--- config.mk ---
export PLATFORM = sky130hd
export DESIGN_NAME = angle_reconstruct_flat
export DESIGN_NICKNAME = d
export VERILOG_FILES = /design/src/rtl/phase_pkg.sv /design/src/rtl/angle_reconstruct_if.sv /design/src/rtl/flag_fifo.sv /design/src/rtl/angle_reconstruct.sv /design/src/flat_wrapper.sv
export SDC_FILE = /design/constraint.sdc
export NUM_CORES = 1
export LEC_CHECK = 0
export ABC_AREA = 0
export ABC_CLOCK_PERIOD_IN_PS = 3330
export BUFFER_PORTS_ARGS = -buffer_cell sky130_fd_sc_hd__buf_4
export CORE_UTILIZATION = 49
export CTS_BUF_LIST = sky130_fd_sc_hd__clkbuf_8
export CTS_CLUSTER_SIZE = 24
export DETAILED_ROUTE_END_ITERATION = 8
export PLACE_DENSITY = 0.68
export SYNTH_ARGS = -nofsm -noshare
export SYNTH_HDL_FRONTEND = slang
export SYNTH_SLANG_ARGS = --single-unit
--- constraint.sdc ---
create_clock -name clk -period 3.33 [get_ports clk]
set_clock_uncertainty 0.15 [all_clocks]
set_input_delay 0.4995 -clock clk [delete_from_list [all_inputs] [get_ports clk]]
set_output_delay 0.4995 -clock clk [all_outputs]
set_load 0.02 [all_outputs]
--- src/rtl/phase_pkg.sv ---
// Shared constants for the phase-detection back end: widths, octant flag
// bit positions, error bit positions and turn-fraction helpers.
package phase_pkg;

  localparam int PHASE_W_DEF = 12;

  localparam int FLAG_SWAP    = 2;
  localparam int FLAG_IMAGNEG = 1;
  localparam int FLAG_REALPOS = 0;

  localparam int ERR_OVF = 0;
  localparam int ERR_UDF = 1;

  function automatic int quarter_turn(input int phase_w);
    return 1 << (phase_w - 2);
  endfunction

  function automatic int eighth_turn(input int phase_w);
    return 1 << (phase_w - 3);
  endfunction

endpackage

--- src/rtl/angle_reconstruct_if.sv ---
// Flag/arctangent input bundle and phase/error outputs of angle_reconstruct.
interface angle_reconstruct_if #(
  parameter int PHASE_W = 12
);
  logic               flag_val_i;
  logic [2:0]         case_flag_i;
  logic               zero_i;
  logic               atan_val_i;
  logic [PHASE_W-3:0] atan_i;
  logic [PHASE_W-1:0] phase_o;
  logic               val_o;
  logic [1:0]         err_o;

  modport master (
    output flag_val_i, case_flag_i, zero_i, atan_val_i, atan_i,
    input  phase_o, val_o, err_o
  );

  modport slave (
    input  flag_val_i, case_flag_i, zero_i, atan_val_i, atan_i,
    output phase_o, val_o, err_o
  );
endinterface

--- src/rtl/flag_fifo.sv ---
// Small in-order FIFO with a registered read port; reports full/empty and
// single-cycle overflow/underflow pulses for rejected pushes and pops.
module flag_fifo #(
  parameter int W     = 4,
  parameter int DEPTH = 8
) (
  input  logic         clk,
  input  logic         rst,
  input  logic         push,
  input  logic [W-1:0] push_data,
  input  logic         pop,
  output logic [W-1:0] pop_data,
  output logic         pop_valid,
  output logic         full,
  output logic         empty,
  output logic         overflow,
  output logic         underflow
);
  localparam int PW = $clog2(DEPTH);

  logic [W-1:0]  mem [DEPTH];
  logic [PW-1:0] wr_ptr;
  logic [PW-1:0] rd_ptr;
  logic [PW:0]   count;
  logic          push_ok;
  logic          pop_ok;

  assign full      = (count == (PW+1)'(DEPTH));
  assign empty     = (count == '0);
  assign pop_ok    = pop && !empty;
  // A pop frees the slot a push into a full FIFO needs in the same cycle.
  assign push_ok   = push && (!full || pop_ok);
  assign overflow  = push && !push_ok;
  assign underflow = pop && empty;

  always_ff @(posedge clk) begin
    if (push_ok) mem[wr_ptr] <= push_data;
    if (pop_ok)  pop_data    <= mem[rd_ptr];
  end

  always_ff @(posedge clk or posedge rst) begin
    if (rst) begin
      wr_ptr    <= '0;
      rd_ptr    <= '0;
      count     <= '0;
      pop_valid <= 1'b0;
    end else begin
      pop_valid <= pop_ok;
      if (push_ok) wr_ptr <= wr_ptr + 1'b1;
      if (pop_ok)  rd_ptr <= rd_ptr + 1'b1;
      case ({push_ok, pop_ok})
        2'b10:   count <= count + 1'b1;
        2'b01:   count <= count - 1'b1;
        default: count <= count;
      endcase
    end
  end

endmodule

--- src/rtl/angle_reconstruct.sv ---
// Re-pairs buffered octant flags with first-octant arctangent results and
// unfolds them into a full-circle phase word through a 2-stage pipeline.
module angle_reconstruct
  import phase_pkg::*;
#(
  parameter int PHASE_W = PHASE_W_DEF,
  parameter int DEPTH   = 8
) (
  input logic                clk,
  input logic                rst,
  angle_reconstruct_if.slave bus
);
  localparam int AW = PHASE_W - 2;
  localparam int XW = PHASE_W + 1;
  localparam logic [XW-1:0] QUARTER = XW'(quarter_turn(PHASE_W));
  localparam logic [XW-1:0] HALF    = XW'(2 * quarter_turn(PHASE_W));
  localparam logic [XW-1:0] FULL    = XW'(4 * quarter_turn(PHASE_W));
  localparam logic [AW-1:0] EIGHTH  = AW'(eighth_turn(PHASE_W));

  function automatic logic [AW-1:0] clamp_atan(input logic [AW-1:0] a);
    return (a > EIGHTH) ? EIGHTH : a;
  endfunction

  // Reflect the first-octant angle through the swap, real and imag mirrors;
  // the final truncation folds a full turn back to 0.
  function automatic logic [PHASE_W-1:0] unfold(input logic [2:0]    flag,
                                                input logic [AW-1:0] a);
    logic [XW-1:0] a0, a1, a2, ph;
    a0 = XW'(a);
    a1 = flag[FLAG_SWAP]    ? QUARTER - a0 : a0;
    a2 = flag[FLAG_REALPOS] ? a1 : HALF - a1;
    ph = flag[FLAG_IMAGNEG] ? FULL - a2 : a2;
    return ph[PHASE_W-1:0];
  endfunction

  logic [3:0]         head_p1;
  logic               vld_p1;
  logic [AW-1:0]      atan_p1;
  logic               ovf;
  logic               udf;
  logic               fifo_full;
  logic               fifo_empty;
  logic               unused_status;
  logic [PHASE_W-1:0] phase_p2;
  logic               vld_p2;
  logic [1:0]         err;

  assign unused_status = &{1'b0, fifo_full, fifo_empty};

  flag_fifo #(
    .W     (4),
    .DEPTH (DEPTH)
  ) u_fifo (
    .clk       (clk),
    .rst       (rst),
    .push      (bus.flag_val_i),
    .push_data ({bus.zero_i, bus.case_flag_i}),
    .pop       (bus.atan_val_i),
    .pop_data  (head_p1),
    .pop_valid (vld_p1),
    .full      (fifo_full),
    .empty     (fifo_empty),
    .overflow  (ovf),
    .underflow (udf)
  );

  // Stage 1: clamped arctangent registered alongside the popped FIFO head.
  always_ff @(posedge clk) begin
    if (bus.atan_val_i) atan_p1 <= clamp_atan(bus.atan_i);
  end

  // Stage 2: octant unfold, zero override and sticky error capture.
  always_ff @(posedge clk or posedge rst) begin
    if (rst) begin
      phase_p2 <= '0;
      vld_p2   <= 1'b0;
      err      <= '0;
    end else begin
      vld_p2 <= vld_p1;
      if (vld_p1) phase_p2 <= head_p1[3] ? '0 : unfold(head_p1[2:0], atan_p1);
      if (ovf) err[ERR_OVF] <= 1'b1;
      if (udf) err[ERR_UDF] <= 1'b1;
    end
  end

  assign bus.phase_o = phase_p2;
  assign bus.val_o   = vld_p2;
  assign bus.err_o   = err;

endmodule

--- src/flat_wrapper.sv ---
// flat-port wrapper written by rule: the top's interface ports become plain ports
module angle_reconstruct_flat import phase_pkg::*;
#(
  parameter int PHASE_W = PHASE_W_DEF,
  parameter int DEPTH   = 8
)
  (clk, rst, bus_flag_val_i, bus_case_flag_i, bus_zero_i, bus_atan_val_i, bus_atan_i, bus_phase_o, bus_val_o, bus_err_o);
  angle_reconstruct_if #(.PHASE_W(PHASE_W)) bus_i ();
  input logic clk;
  input logic rst;
  input wire logic [$bits(bus_i.flag_val_i)-1:0] bus_flag_val_i;
  input wire logic [$bits(bus_i.case_flag_i)-1:0] bus_case_flag_i;
  input wire logic [$bits(bus_i.zero_i)-1:0] bus_zero_i;
  input wire logic [$bits(bus_i.atan_val_i)-1:0] bus_atan_val_i;
  input wire logic [$bits(bus_i.atan_i)-1:0] bus_atan_i;
  output wire logic [$bits(bus_i.phase_o)-1:0] bus_phase_o;
  output wire logic [$bits(bus_i.val_o)-1:0] bus_val_o;
  output wire logic [$bits(bus_i.err_o)-1:0] bus_err_o;
  assign bus_i.flag_val_i = bus_flag_val_i;
  assign bus_i.case_flag_i = bus_case_flag_i;
  assign bus_i.zero_i = bus_zero_i;
  assign bus_i.atan_val_i = bus_atan_val_i;
  assign bus_i.atan_i = bus_atan_i;
  assign bus_phase_o = bus_i.phase_o;
  assign bus_val_o = bus_i.val_o;
  assign bus_err_o = bus_i.err_o;
  angle_reconstruct #(.PHASE_W(PHASE_W), .DEPTH(DEPTH)) u_core (.clk(clk), .rst(rst), .bus(bus_i));
endmodule
==> metrics.md, run 1 <==
| Metric | Value |
|---|---|
| Crit-path max FO | `8` |
| Die Ht | `91.1 um` |
| Clock root cell | `clkbuf_8` |
| CP Class | `reg -> reg` |
| Mean Syn Cell Area | `12.3 um^2` |
| Setup TNS | `0 ns` |
| Status | `finished, final reports clean` |
| ANT nets after route | `0` |
| Fraction of layout cells with a size suffix above 1 | `0.243` |
| WL/cell | `15.7 um` |
| Total number of vias | `2551` |
| CTS Hold Bufs | `0` |
| Grt total ovfl | `0` |
| WP data required | `3.39 ns` |
| Post-DP HPWL | `5430 um` |
| Max frequency | `321 MHz` |
| Switching Fraction | `0.375` |
| Main area contributors after synthesis | `edfxtp_1 (36%), dfrtp_1 (17%), xnor2_1 (4.7%), mux4_2 (4.6%), nand2_1 (2.3%)` |
| TritonCTS Buffers | `9` |
| Reg2Reg Setup Slack | `0.21 ns` |
| Clock sink total | `72` |
| Pwr/cell area | `836 mW/mm^2` |
| Comb power frac | `0.424` |
| Top cells by count, synth | `edfxtp_1 (46), dfrtp_1 (26), nand2_1 (24)` |
| Clock power frac | `0.181` |
| RSZ-0062 raised after global routing | `false` |
| Top-count cell post-synth | `edfxtp_1` |
| Rel. slew slack | `0.335` |
| Layout Utilization | `0.578` |
| Vias in the first global route | `2643` |
| R2r startpoint | `u_core.atan_p1[1]$_SDFFCE_PN0P_` |
| Clock slew at reported path FFs | `0.08 ns` |
| CTS tree | `done` |
| CP Capture Type | `register` |
| Final wirelength | `7270 um` |
| Final Critical Period | `3.12 ns` |
| Global-route wire length before repair | `12300 um` |
| Hold/Removal Path Class | `in -> async` |
| Top-area cell type share of the netlist area | `0.355` |
| Largest net degree at the start of global routing | `27` |
| Netlist cell types | `63` |
| Placed cell count | `447` |
| Core Area | `0.00769 mm^2` |
| Post-Syn Nets | `342` |
| Final Wtd Congestion | `0.905` |
| Synth warn | `0` |
| FP Rows | `32` |
| Synth Instances | `317` |
| Critical R2R Capture | `u_core.bus.phase_o[9]$_DFFE_PP0P_` |
| Die Wd | `91.1 um` |
| Initial antenna violation count | `0` |
| Prevailing post-synth register cell | `edfxtp_1` |
| Max VDD drop | `0.394 mV` |
| Internal | `2.32 mW` |
| CTS max path bufs | `2` |
| Die area | `0.00830 mm^2` |
| Global Route Usage Sum | `0.191` |
| Final Setup Violations | `0` |
| Final Hold Vio Count | `0` |
| Post-synthesis sequential area ratio | `0.522` |
| H-tree depth | `3` |
| Mapped cell area | `0.00389 mm^2` |
| Pleak | `1.69 nW` |
| Nets | `382` |
| Synth Register Bits | `72` |
| Drt pass-1 iters | `4` |
| Flop pwr share | `0.395` |
| Synthesis-to-finish area growth | `14.2%` |
| Final period util | `0.936` |
| Top Ports | `33` |
| Port Buffers | `32` |
| Synth async-reset ratio | `0.361` |
| Reg2reg path depth | `10` |
| Area leader, netlist | `edfxtp_1` |
| Post-Layout Cell Count | `464` |
| Final Max Slew Viols | `0` |
| Inserted Diodes | `0` |
| Worst-skew pair later-pin latency | `0.34 ns` |
| Worst Tran Pin Value | `0.997 ns` |
| DRC violations left | `0` |
| Startpoint types | `register` |
| Final Hold Slack | `0.241 ns` |
| MaxCap Viol Count | `0` |
| WP data arrival | `3.18 ns` |
| Initial DRC count | `88` |
| Switch Pwr | `1.39 mW` |
| Vias/cell | `5.50` |
| EDFF count, synth | `46` |
| Initial Util | `0.506` |
power by group through the flow:
stage	sequential, mW	clock, mW	combinational (mW)
after floorplan	1.43	0	1.23
after global placement	1.48	0	1.53
after detailed placement	1.49	0	1.57
after CTS	1.47	0.699	1.57
after global routing	1.50	0.730	1.73
final	1.47	0.673	1.57
what timing repair did:
item | in CTS | in global routing
endpoints found under the setup margin | 0 | 4
resized for setup | 0 | 4
setup buffers | 0 | 1
endpoints found under the hold margin | 0 | 0
per-layer routing:
layer / GRT usage / part of all wire
met5: 0 / 0
met4: 0.0516 / 0.0091
met3: 0.0494 / 0.030
met1: 0.219 / 0.42
met2: 0.352 / 0.54
registers in the layout, indices dropped and copies added, names as in the netlist:
| register | cells |
|---|---|
| u_core.u_fifo.pop_valid | 1 |
| u_core.u_fifo.rd_ptr | 3 |
| u_core.u_fifo.count | 4 |
| u_core.u_fifo.mem | 32 |
| u_core.u_fifo.wr_ptr | 3 |
| u_core.bus.phase_o | 12 |
| u_core.u_fifo.pop_data | 4 |
| u_core.atan_p1 | 10 |
| u_core.bus.err_o | 2 |
| u_core.bus.val_o | 1 |
layout make-up:
cell class / instances / area, um^2
fill: 679 / 3240
inverter: 15 / 56.3
clock buffer: 9 / 124
timing repair buffer: 39 / 293
tap: 102 / 128
multi-input combinational: 220 / 1740
clock inverter: 7 / 71.3
sequential: 72 / 2030
cell usage in the layout, fill, tap and decap left out, types with 9 or more instances in the layout:
cell type / instances
clkbuf_8: 9
xor2_1: 10
inv_1: 16
edfxtp_1: 46
dfrtp_1: 26
buf_4: 39
nor2b_1: 12
nand2_1: 24
nor2_1: 18
nor3_1: 12
xnor2_1: 20
cell families (layout without fill, tap and decap cells):
group	Yosys count	in the layout	synth area share
AND/OR/NAND/NOR	107	107	0.149
flip-flops	72	72	0.522
AO/OA/AOI/OAI	61	61	0.136
XOR/XNOR	31	31	0.0698
buffers and inverters	25	70	0.0351
multiplexers	14	14	0.0634
adder cells (fa/ha/maj)	7	7	0.0244
per-stage QoR:
stage / area (um^2) / setup WS [ns] / power, mW
2_1_floorplan: 3890 / 0.318 / 2.66
3_3_place_gp: 4220 / 0.293 / 3.01
3_5_place_dp: 4220 / 0.215 / 3.05
4_1_cts: 4420 / 0.177 / 3.74
5_1_grt: 4440 / 0.00424 / 3.97
6_report: 4440 / 0.213 / 3.72
worst max path at each step:
stage | start | end | slack [ns] | depth (start not counted)
after floorplan | u_core.atan_p1[0]$_SDFFCE_PN0P_ | u_core.bus.phase_o[7]$_DFFE_PP0P_ | 0.32 | 10
after global placement | u_core.atan_p1[1]$_SDFFCE_PN0P_ | u_core.bus.phase_o[9]$_DFFE_PP0P_ | 0.29 | 10
after detailed placement | u_core.atan_p1[1]$_SDFFCE_PN0P_ | u_core.bus.phase_o[9]$_DFFE_PP0P_ | 0.21 | 10
after CTS | u_core.atan_p1[1]$_SDFFCE_PN0P_ | u_core.bus.phase_o[10]$_DFFE_PP0P_ | 0.18 | 10
after global routing | u_core.atan_p1[1]$_SDFFCE_PN0P_ | u_core.bus.phase_o[9]$_DFFE_PP0P_ | 0.004 | 10
final | u_core.atan_p1[1]$_SDFFCE_PN0P_ | u_core.bus.phase_o[9]$_DFFE_PP0P_ | 0.21 | 10
worst max-delay path, cell delays in order (launching register included):
cell and delay [ns]:
edfxtp_1 0.48, inv_1 0.14, ha_2 0.27, xnor2_1 0.12
o41ai_4 0.51, a31oi_1 0.27, xnor2_2 0.23, or3b_1 0.39
a21oi_1 0.17, a2111o_1 0.16, o221ai_1 0.10
Power figures use the tool's default switching activity.
==> inputs of run 2 (changes only) <==
==> constraint.sdc (replaced) <==
create_clock -name clk -period 3.33 [get_ports clk]
set_clock_uncertainty 0.15 [all_clocks]
set_input_delay 0.333 -clock clk [delete_from_list [all_inputs] [get_ports clk]]
set_output_delay 0.333 -clock clk [all_outputs]
set_load 0.02 [all_outputs]
==> run 2 against run 1 <==
Clock power decreased by 9.8%; count of clock-buffer cells in the layout unchanged; maximum frequency increased by 2.9%; first-iteration DRC count decreased by 4.5%; critical path depth increased by 1; global-route usage increased by 0.081 points; critical endpoint unchanged; via count increased by 0.74%; sequential power about the same.
==> metrics.md, run 2 (synthesis results as in run 1) <==
| Metric | Value |
|---|---|
| Status | `finished, final reports clean` |
| Top Layer Used | `met4` |
| Met2 Wirelength | `3770 um` |
| Die area | `0.00830 mm^2` |
| Internal | `2.24 mW` |
| Final non-filler cell area | `0.00442 mm^2` |
| Synthesis-to-finish area growth | `13.6%` |
| Switch Pwr | `1.38 mW` |
| Commonest non-fill, non-tap cell in the layout | `edfxtp_1` |
| Vias/cell | `5.52` |
| Metal3 WL | `223 um` |
| CTS tree | `done` |
| Die Wd | `91.1 um` |
| Pleak | `1.68 nW` |
| ANT nets after route | `0` |
| Switching Fraction | `0.382` |
| Max frequency | `330 MHz` |
| CP Class | `reg -> reg` |
| Clock power frac | `0.168` |
| Global Route Usage Sum | `0.192` |
| WL/cell | `15.3 um` |
| Final Setup Violations | `0` |
| Initial DRC count | `84` |
| Vias in the first global route | `2649` |
| Initial Util | `0.506` |
| WP data required | `3.43 ns` |
| Met1 WL | `3030 um` |
| Top Ports | `33` |
| Max reg flops | `32` |
| WP data arrival | `3.13 ns` |
| Setup TNS | `0 ns` |
| Clock slew at reported path FFs | `0.08 ns` |
| Worst-skew pair later-pin latency | `0.34 ns` |
| Final period util | `0.910` |
| H-tree depth | `3` |
| Area of placed instances | `0.00422 mm^2` |
| Worst Tran Pin Value | `0.992 ns` |
| Nets | `384` |
| Fill count | `675` |
| Inserted Diodes | `0` |
| Fraction of layout cells with a size suffix above 1 | `0.242` |
| Largest net degree at the start of global routing | `27` |
| FP Rows | `32` |
| Flop pwr share | `0.403` |
| DRC violations left | `0` |
| Pwr/cell area | `820 mW/mm^2` |
| Post-DP HPWL | `5340 um` |
| Initial antenna violation count | `0` |
| Global-route wire length before repair | `12300 um` |
| Startpoint types | `register` |
| Crit-path max FO | `8` |
| Total number of vias | `2570` |
| Rel. slew slack | `0.338` |
| Grt total ovfl | `0` |
| Hold/Removal Path Class | `in -> async` |
| Final Max Slew Viols | `0` |
| CTS Hold Bufs | `0` |
| Comb power frac | `0.429` |
| TritonCTS Buffers | `9` |
| Port Buffers | `32` |
| Core Area | `0.00769 mm^2` |
| Clock root cell | `clkbuf_8` |
| Layout Utilization | `0.575` |
| Die Ht | `91.1 um` |
| CP Capture Type | `register` |
| Clock sink total | `72` |
| RSZ-0062 raised after global routing | `false` |
| Highest-count cells in the layout ignoring fill and taps | `edfxtp_1 (46), buf_4 (41), dfrtp_1 (26)` |
| Drt pass-1 iters | `5` |
| Final wirelength | `7120 um` |
| Final Critical Period | `3.03 ns` |
| Final Hold Vio Count | `0` |
| CTS max path bufs | `2` |
| Max VDD drop | `0.437 mV` |
| Final Wtd Congestion | `0.911` |
| MaxCap Viol Count | `0` |
| Final Hold Slack | `0.0776 ns` |
| Biggest register | `u_core.u_fifo.mem` |
-- run 2: worst max-delay path, stage by stage, from the launching register on --
cell      delay [ns]
edfxtp_1        0.42
inv_1           0.12
ha_2            0.28
xnor2_1         0.12
o41ai_4         0.48
buf_4           0.20
nand3_1         0.10
a211oi_1        0.24
o21ai_0         0.17
and2_1          0.20
a2111o_1        0.39
o221ai_1        0.07
-- run 2: stage by stage --
stage | cells | setup slack [ns] | power (mW)
after floorplan | 317 | 0.318 | 2.66
after global placement | 446 | 0.293 | 3.01
after detailed placement | 446 | 0.206 | 3.04
after CTS | 462 | 0.189 | 3.65
after global routing | 466 | 0.0944 | 3.88
final | 466 | 0.300 | 3.62
-- run 2: power groups by stage --
stage	clock (mW)	sequential [mW]	combinational, mW
after floorplan	0	1.43	1.23
after global placement	0	1.48	1.53
final	0.607	1.46	1.55
after detailed placement	0	1.49	1.55
after global routing	0.656	1.51	1.72
after CTS	0.624	1.47	1.56
-- run 2: final timing paths --
kind	startpoint	slack, ns	cells past startpoint	endpoint
max	u_core.atan_p1[1]$_SDFFCE_PN0P_	0.30	11	u_core.bus.phase_o[9]$_DFFE_PP0P_
min	rst	0.08	2	u_core.bus.phase_o[5]$_DFFE_PP0P_
max reg2reg	u_core.atan_p1[1]$_SDFFCE_PN0P_	0.30	11	u_core.bus.phase_o[9]$_DFFE_PP0P_
min reg2reg	u_core.bus.err_o[1]$_DFFE_PP0P_	0.31	1	u_core.bus.err_o[1]$_DFFE_PP0P_
max in group asynchronous	rst	2.35	2	u_core.u_fifo.rd_ptr[1]$_DFFE_PP0P_
min in group clk	bus_case_flag_i[2]	0.08	1	u_core.u_fifo.mem[2][2]$_DFFE_PP_
-- run 2: final cells by class --
cell class | count | area (um^2) | share of cell area
clock inverters | 7 | 47.5 | 0.0108
clock buffers | 9 | 124 | 0.0280
well taps | 102 | 128 | 0.0289
repair buffers | 41 | 308 | 0.0696
inverters | 15 | 56.3 | 0.0127
flip-flops and latches | 72 | 2030 | 0.460
multi-input cells | 220 | 1720 | 0.390
-- run 2: timing repair --
| item | in CTS | in global routing |
|---|---|---|
| gates resized for setup | 0 | 1 |
| setup endpoints to repair | 0 | 4 |
| endpoints found under the hold margin | 0 | 0 |
| buffers inserted | 0 | 4 |
-- run 2: routing by layer --
metal	up-vias	global-route usage
met3	10	0.0385
li1	1271	-
met2	42	0.350
met1	1247	0.218
met4	0	0.0807
met5	-	0
